===== src/rtl/dcache_bus_bridge.sv =====
// Data-port bridge: turns single-cycle core loads/stores into valid/ready bus
// transactions, stalls the pipeline until completion and formats load data.
//   state | meaning
//   IDLE  | waiting for an aligned access from the Mem stage
//   REQ   | Bus_ReqValid held with stable fields until Bus_ReqReady
//   RESP  | waiting for Bus_RspValid, bounded by the timeout counter
//   DONE  | one-cycle completion: load data / bus error visible
module dcache_bus_bridge #(
  parameter int ADDR_WIDTH     = 32,
  parameter int DATA_WIDTH     = 32,
  parameter int TIMEOUT_CYCLES = 256
) (
  input  logic                  clk,
  input  logic                  rst_n,
  input  logic                  Mem_DcacheEN,
  input  logic                  Mem_DcacheRd,
  input  logic [1:0]            Mem_DcacheWidth,
  input  logic [ADDR_WIDTH-1:0] Mem_DcacheAddr,
  input  logic                  Mem_DcacheSign,
  input  logic [DATA_WIDTH-1:0] EXMem_Rs2Data,
  output logic [DATA_WIDTH-1:0] Dcache_DataRd,
  output logic                  Dcache_StallReq,
  output logic                  Dcache_Misalign,
  output logic                  Dcache_BusErr,
  output logic                  Bus_ReqValid,
  input  logic                  Bus_ReqReady,
  output logic                  Bus_ReqWe,
  output logic [ADDR_WIDTH-1:0] Bus_ReqAddr,
  output logic [DATA_WIDTH-1:0] Bus_ReqWdata,
  output logic [3:0]            Bus_ReqStrb,
  input  logic                  Bus_RspValid,
  input  logic [DATA_WIDTH-1:0] Bus_RspData,
  input  logic                  Bus_RspErr
);

  localparam int CW = (TIMEOUT_CYCLES > 1) ? $clog2(TIMEOUT_CYCLES) : 1;
  localparam logic [CW-1:0] CNT_LAST = CW'(TIMEOUT_CYCLES - 1);

  typedef enum logic [1:0] {IDLE, REQ, RESP, DONE} state_t;

  state_t                r_state;
  state_t                w_next;
  logic [CW-1:0]         r_cnt;
  logic                  r_we;
  logic [ADDR_WIDTH-1:0] r_addr;
  logic [3:0]            r_strb;
  logic [DATA_WIDTH-1:0] r_wdata;
  logic [1:0]            r_width;
  logic                  r_sign;
  logic [1:0]            r_lane;
  logic [DATA_WIDTH-1:0] r_rdata;
  logic                  r_err;

  logic                  w_bad;
  logic                  w_accept;
  logic                  w_timeout;
  logic [3:0]            w_strb;
  logic [DATA_WIDTH-1:0] w_wdata;
  logic [7:0]            w_byte;
  logic [15:0]           w_half;
  logic [DATA_WIDTH-1:0] w_fmt;

  always_comb begin
    w_bad = 1'b0;
    case (Mem_DcacheWidth)
      2'b01:   w_bad = Mem_DcacheAddr[0];
      2'b10:   w_bad = |Mem_DcacheAddr[1:0];
      2'b11:   w_bad = 1'b1;
      default: w_bad = 1'b0;
    endcase
  end

  assign w_accept  = Mem_DcacheEN & ~w_bad;
  assign w_timeout = (r_cnt == CNT_LAST);

  // Loads carry no strobes; stores replicate data onto every lane.
  always_comb begin
    w_strb  = 4'b0000;
    w_wdata = EXMem_Rs2Data;
    case (Mem_DcacheWidth)
      2'b00: begin
        w_strb  = 4'b0001 << Mem_DcacheAddr[1:0];
        w_wdata = {4{EXMem_Rs2Data[7:0]}};
      end
      2'b01: begin
        w_strb  = 4'b0011 << Mem_DcacheAddr[1:0];
        w_wdata = {2{EXMem_Rs2Data[15:0]}};
      end
      default: begin
        w_strb  = 4'b1111;
        w_wdata = EXMem_Rs2Data;
      end
    endcase
    if (Mem_DcacheRd) w_strb = 4'b0000;
  end

  always_comb begin
    w_next = r_state;
    case (r_state)
      IDLE: if (w_accept) w_next = REQ;
      REQ:  if (Bus_ReqReady) w_next = RESP;
      RESP: if (Bus_RspValid || w_timeout) w_next = DONE;
      DONE: w_next = IDLE;
      default: w_next = IDLE;
    endcase
  end

  always_ff @(posedge clk) begin
    if (!rst_n) begin
      r_state <= IDLE;
      r_cnt   <= '0;
      r_we    <= 1'b0;
      r_addr  <= '0;
      r_strb  <= 4'b0000;
      r_wdata <= '0;
      r_width <= 2'b00;
      r_sign  <= 1'b0;
      r_lane  <= 2'b00;
      r_rdata <= '0;
      r_err   <= 1'b0;
    end else begin
      r_state <= w_next;
      case (r_state)
        IDLE: begin
          if (w_accept) begin
            r_we    <= ~Mem_DcacheRd;
            r_addr  <= {Mem_DcacheAddr[ADDR_WIDTH-1:2], 2'b00};
            r_strb  <= w_strb;
            r_wdata <= w_wdata;
            r_width <= Mem_DcacheWidth;
            r_sign  <= Mem_DcacheSign;
            r_lane  <= Mem_DcacheAddr[1:0];
            r_err   <= 1'b0;
          end
        end
        REQ: if (Bus_ReqReady) r_cnt <= '0;
        RESP: begin
          // A response in the timeout cycle takes priority over the error.
          if (Bus_RspValid) begin
            r_rdata <= Bus_RspData;
            r_err   <= Bus_RspErr;
          end else if (w_timeout) begin
            r_err <= 1'b1;
          end else begin
            r_cnt <= r_cnt + 1'b1;
          end
        end
        default: ;
      endcase
    end
  end

  always_comb begin
    w_byte = r_rdata[7:0];
    case (r_lane)
      2'd1:    w_byte = r_rdata[15:8];
      2'd2:    w_byte = r_rdata[23:16];
      2'd3:    w_byte = r_rdata[31:24];
      default: w_byte = r_rdata[7:0];
    endcase
    w_half = r_lane[1] ? r_rdata[31:16] : r_rdata[15:0];
    case (r_width)
      2'b00:   w_fmt = {{(DATA_WIDTH-8){r_sign & w_byte[7]}}, w_byte};
      2'b01:   w_fmt = {{(DATA_WIDTH-16){r_sign & w_half[15]}}, w_half};
      default: w_fmt = r_rdata;
    endcase
  end

  assign Dcache_Misalign = Mem_DcacheEN & w_bad;
  assign Dcache_StallReq = (w_accept & (r_state != DONE)) | (r_state == REQ) | (r_state == RESP);
  assign Dcache_DataRd   = (r_state == DONE && !r_we && !r_err) ? w_fmt : '0;
  assign Dcache_BusErr   = (r_state == DONE) & r_err;
  assign Bus_ReqValid    = (r_state == REQ);
  assign Bus_ReqWe       = r_we;
  assign Bus_ReqAddr     = r_addr;
  assign Bus_ReqWdata    = r_wdata;
  assign Bus_ReqStrb     = r_strb;

endmodule


===== config.mk =====
export PLATFORM = sky130hd
export DESIGN_NAME = dcache_bus_bridge
export DESIGN_NICKNAME = d
export VERILOG_FILES = /design/src/rtl/dcache_bus_bridge.sv
export SDC_FILE = /design/constraint.sdc
export NUM_CORES = 1
export LEC_CHECK = 0
export BUFFER_PORTS_ARGS = -buffer_cell sky130_fd_sc_hd__buf_2
export CORE_MARGIN = 1.5
export CORE_UTILIZATION = 30
export DETAILED_ROUTE_END_ITERATION = 8
export GPL_TIMING_DRIVEN = 0
export PLACE_DENSITY = 0.53
export SETUP_SLACK_MARGIN = 0.4
export SLEW_MARGIN = 20
export SYNTH_ARGS = -nofsm -noshare
export SYNTH_HDL_FRONTEND = slang
export SYNTH_SLANG_ARGS = --single-unit

===== constraint.sdc =====
create_clock -name clk -period 5.73 [get_ports clk]
set_input_delay 1.719 -clock clk [delete_from_list [all_inputs] [get_ports clk]]
set_output_delay 1.719 -clock clk [all_outputs]
set_load 0.1 [all_outputs]

Word level (Yosys, flattened, before mapping):

Cells that the tools add are included.
W data, S select, Z words.

* output and inout bits: 105
* register bits after elaboration: 115

* reductions and logical operators: 16
* mux-type cells: 20
* add/sub/neg operators: 1
* shift-type cells: 2
* equality and inequality tests: 18
* bitwise operators: 10

Operators with widths (number)
* $pmux W32 S2: 2
* $mux W32: 1
* $mux W8: 3
* $pmux W8 S3: 1
* $mux W16: 1
* $pmux W8 S2: 1
* $eq A2 B2 Y1 const B: 6
* $ne A2 B2 Y1 const B: 5
* $add A8 B1 Y8 const B: 1
* $eq A2 B1 Y1 const B: 4
* $eq A8 B8 Y1 const B: 1
* $pmux W2 S4: 1
* $pmux W4 S2: 1
* $and A1 B1 Y1: 6
* $logic_not A2 Y1: 3
* $mux W2: 3
* $reduce_and A3 Y1: 2
* $mux W4: 1
* $reduce_and A2 Y1: 2
* $reduce_and A4 Y1: 1
* $reduce_bool A2 Y1: 2
* $shl A1 B2 Y4 const A: 1
* $shl A2 B2 Y4 const A: 1
* $mux W1: 3
* 10 further kinds: 14

Depth between registers and ports, before layout:

* depth in word-level cells: 7
* gate-level depth with buffers: 7

Worst setup path before layout:

OpenSTA, ideal clock, no wires.

* path type: reg2out
* start: reg r_we, in the netlist Bus_ReqWe
* end: out Dcache_DataRd[0]
* path buffers: 0
* slack: -1.747 ns
* cell stages (with the launch flop): 4
* data arrival time: 5.758 ns
* cell sequence: dfxtp_1 -> nor2_1 -> nand2_1 -> a2111oi_0

* cells in the longest elaborated chain, start to end: 4

RTL lines
* from (decl): line 44 `logic r_we;`
* from (signal assigned): line 126 `r_we <= ~Mem_DcacheRd;`
* $logic_not A1 Y1: line 171 `assign Dcache_DataRd = (r_state == DONE && !r_we && !r_err) ? w_fmt : '0;`
* $logic_and A1 B1 Y1 (2 in series): line 171
* $mux W32: line 171
* to (decl): line 21 `output logic [DATA_WIDTH-1:0] Dcache_DataRd,`

Every way passes these cells.

Final worst setup path:

* start: in Mem_DcacheAddr[0]
* end: out Dcache_StallReq

* cells in the longest elaborated chain, start to end: 7

RTL lines
* from (decl): line 18 `input logic [ADDR_WIDTH-1:0] Mem_DcacheAddr,`
* $reduce_or A2 Y1: line 67 `2'b10: w_bad = |Mem_DcacheAddr[1:0];`
* $pmux W1 S3 *: line 65 `case (Mem_DcacheWidth)`
* $not A1 Y1 *: line 73 `assign w_accept = Mem_DcacheEN & ~w_bad;`
* $and A1 B1 Y1 *: line 73
* $and A1 B1 Y1 *: line 170 `assign Dcache_StallReq = (w_accept & (r_state != DONE)) | (r_state == REQ) | (r_state == RESP);`
* $or A1 B1 Y1 * (2 in series): line 170
* to (decl): line 22 `output logic Dcache_StallReq,`

Every way passes the cells marked *; elsewhere a longest branch is shown, timed or not.

==> implementation parameters <==
Parameter                              Value

Floorplan
  I/O pin count    211
  Die outline width    140.0 um
  Die area    19590 sq um
  Standard-cell row count    49
  Overall die height    140.0 um
  Starting Density    30.91%
  Std-Cell Core Area    18210 sq um

Finish
  Filler instances    1918
  Flip-flop and latch area    2302 sq um
  Final std cell area, no fill    7501 sq um
  Layout-stage area growth over the synthesis result    33.28%
  Multi-input gate area in the final layout    3074 sq um
  Proportion of layout cells with a drive suffix above 1    27.96%
  Antenna Cells    0
  Post-layout nets    1039
  Number of standard cells in the layout, taps in and fillers out    1166

Yosys
  Library cell occupying the most area in the post-synthesis netlist    dfxtp_1
  Part of the Yosys area used for sequential elements    40.91%
  Area share of and/or/nand/nor cells after synthesis    22.23%
  Number of unique standard cell types used by synthesis    41
  Adder-cell share of the synthesized area    1.334%
  Yosys top cell area share    40.91%
  Combinational family with the most area after synthesis    compound AO/OA/AOI/OAI gates
  Synthesis warning total    0
  Most used flip-flop cell after synthesis    dfxtp_1
  Number of standard cells after synthesis    700
  Cell types with the largest area share after synthesis    dfxtp_1 41%, nand2_1 14%, a21boi_0 10%
  Number of synthesized register bits    115
  Synthesized cell area    5628 sq um
  Number of enable-type register cells in the synthesized netlist    0
  Mux share of post-synthesis cell area    6.558%
  Async set or reset register ratio after synthesis    0%
  Syn Area/Cell    8.040 sq um
  Xor/xnor cell area share of the yosys netlist    0%
  Compound-Gate Fraction of Synth Area    24.23%

Global route
  Antenna violations before repair    0
  First-pass GRT wire length    29.87 mm
  Number of global-route vias before repair    5479
  Pin count of the biggest net entering global routing    17
  Combined global-route utilization of all metal layers    19.66%
  Final global-route overflow total    0

Clock network
  Number of gates resized after cts    0
  Clock transition at the registers of the reported paths    0.05 ns
  TritonCTS clock tree    built
  Number of buffers created by CTS    17
  Insertion delay to the later sink of the worst-skew pair    0.41 ns
  Clock Sink Count    115
  CTS Hold Buffers Added    0
  Longest Clk Path Bufs    2
  Post-CTS Setup Bufs    0
  Depth of the CTS H-tree    4
  Cell chosen for the clock root    clkbuf_16

Run status
  Run status    finished, final reports clean

Placed design
  Gpl congestion    0.8647
  Dpl ws    0.8114 ns
  Buffers added on ports    207
  Placed insts    1137
  Placed wire-length estimate after detailed placement    14.43 mm
  Post-placement cell area    6962 sq um

Critical path
  Kind of end point of the critical path    output port
  Critical path peak fanout    8
  Type of element launching the critical path    input port
  Data arrival, critical path    3.16 ns
  Required time at the worst-slack endpoint    4.01 ns
  Start-to-end type of the worst setup path    input port to output port

Drt
  Number of search-and-repair iterations in the first detailed-routing pass    5
  Routed vias/inst    4.865
  Total wirelength of the detailed-routed design    18.97 mm
  Number of design rule violations left after detail routing    0
  DRC violation total after the first TritonRoute iteration    254
  Wirelength per Cell    16.27 um
  Post-route ant nets    0
  Vias post-DR    5673

STA
  Setup-violating endpoint count in the final report    0
  Minimum hold slack    0.4587 ns
  Maximum clock rate    205.0 MHz
  Pin slew with the least headroom to its limit    0.6690 ns
  Final number of max-transition violations    0
  Final-report hold violation count    0
  Worst setup slack after layout    0.8521 ns
  Clock tree skew after final layout    0.007842 ns
  Slew headroom    55.40%
  Min Clock Period, post-route    4.878 ns
  RSZ-0062 raised after global routing    false
  Part of the cycle the worst path needs    85.13%

Power and ir drop
  Maximum vdd drop    0.1960 mV
  Total power density per cell area    403.8 nW/um^2
  Leakage Power    3.534 nW

Hold path
  Path category of the worst min-delay check    flip-flop to flip-flop

Run
  Max-Cap Viols    0
kinds of logic (layout without fill, tap and decap cells):
group                    after synthesis  count (layout)
AND/OR/NAND/NOR                      297             297
AO/OA/AOI/OAI                        192             192
flip-flops                           115             115
buffers and inverters                 61             297
multiplexers                          28              28
adder cells (fa/ha/maj)                6               6
other                                  1               2
cells in the final DEF (no fill, tap or decap), types with 3 or more instances in the layout:
master     Yosys  routed
a21boi_0      78      78
mux4_2         7       7
a22o_1         7       7
clkinv_2       0       5
nor2b_1        7       7
ha_1           6       6
and3_1         3       3
nor3_1        11      11
o211a_1       18      18
clkbuf_16      0      17
o211ai_1       5       5
nand2_1      213     213
nand3_1       17      17
nor2_1        20      20
o22ai_1        9       9
mux2i_1       20      20
dfxtp_1      115     115
o21ai_0       30      30
nand2b_1       5       5
and2_1        12      12
a21oi_1       17      17
a21o_1        17      17
inv_1          8       8
buf_2         15     222
clkbuf_1      34      38
flip-flops by register name, indices dropped and copies added (netlist names), 2 cells and up:
signal        count
Bus_ReqAddr      30
r_state           2
Bus_ReqWdata     32
Bus_ReqStrb       4
r_width           2
r_lane            2
r_rdata          32
r_cnt             8
final timing paths:
kind	depth (start not counted)	slack, ns	start	endpoint
worst max-delay path	6	0.85	Mem_DcacheAddr[0]	Dcache_StallReq
worst max register to register	6	3.74	r_state[0]	r_cnt[1]
worst min-delay path	2	0.46	Bus_ReqAddr[16]	Bus_ReqAddr[16]
worst min register to register	2	0.46	Bus_ReqAddr[16]	Bus_ReqAddr[16]
per-stage QoR:
step | total power [mW] | utilization [%] | TNS (ns)
floorplan | 1.813 | - | -0.7397
global placement | 2.053 | 38.23 | 0
detailed placement | 2.056 | 38.23 | 0
CTS | 3.061 | 41.19 | 0
global route | 3.183 | 41.19 | 0
finish | 3.029 | 41.19 | 0
per-layer routing:
layer / track usage [%] / share of wire, % / vias to the layer above
met1: 25.27 / 46 / 2548
met3: 6.085 / 7.5 / 32
met5: 0 / 0 / -
met2: 31.00 / 45 / 249
li1: - / - / 2844
met4: 7.368 / 2.3 / 0
critical path, cell delays in order:
cell and delay [ns]:
clkbuf_1 0.16, nor3_1 0.42, o21ai_1 0.20, nor2_1 0.12, a211o_1 0.12, buf_2 0.42
cell type report:
cell class                      instances  share of cell area, %
Multi-Input combinational cell        525                  40.98
Sequential cell                       115                  30.69
Timing Repair Buffer                  207                  13.81
Clock buffer                           22                  6.055
Tap cell                              229                  3.820
Buffer                                 53                  3.103
Clock inverter                          7                  1.134
Inverter                                8                 0.4003
report_power, final:
part	internal (mW)	leakage (nW)	switching (mW)
sequential	0.891	0.935	0.0680
clock	0.639	0.269	0.358
combinational	0.239	2.33	0.834
synth_stat cells (3+ instances only):
master and count:
a21boi_0 78, a21o_1 17, a21oi_1 17, a22o_1 7
and2_1 12, and3_1 3, buf_2 15, clkbuf_1 34
dfxtp_1 115, ha_1 6, inv_1 8, mux2i_1 20
mux4_2 7, nand2_1 213, nand2b_1 5, nand3_1 17
nor2_1 20, nor2b_1 7, nor3_1 11, o211a_1 18
o211ai_1 5, o21ai_0 30, o22ai_1 9
Power figures use the tool's default switching activity.
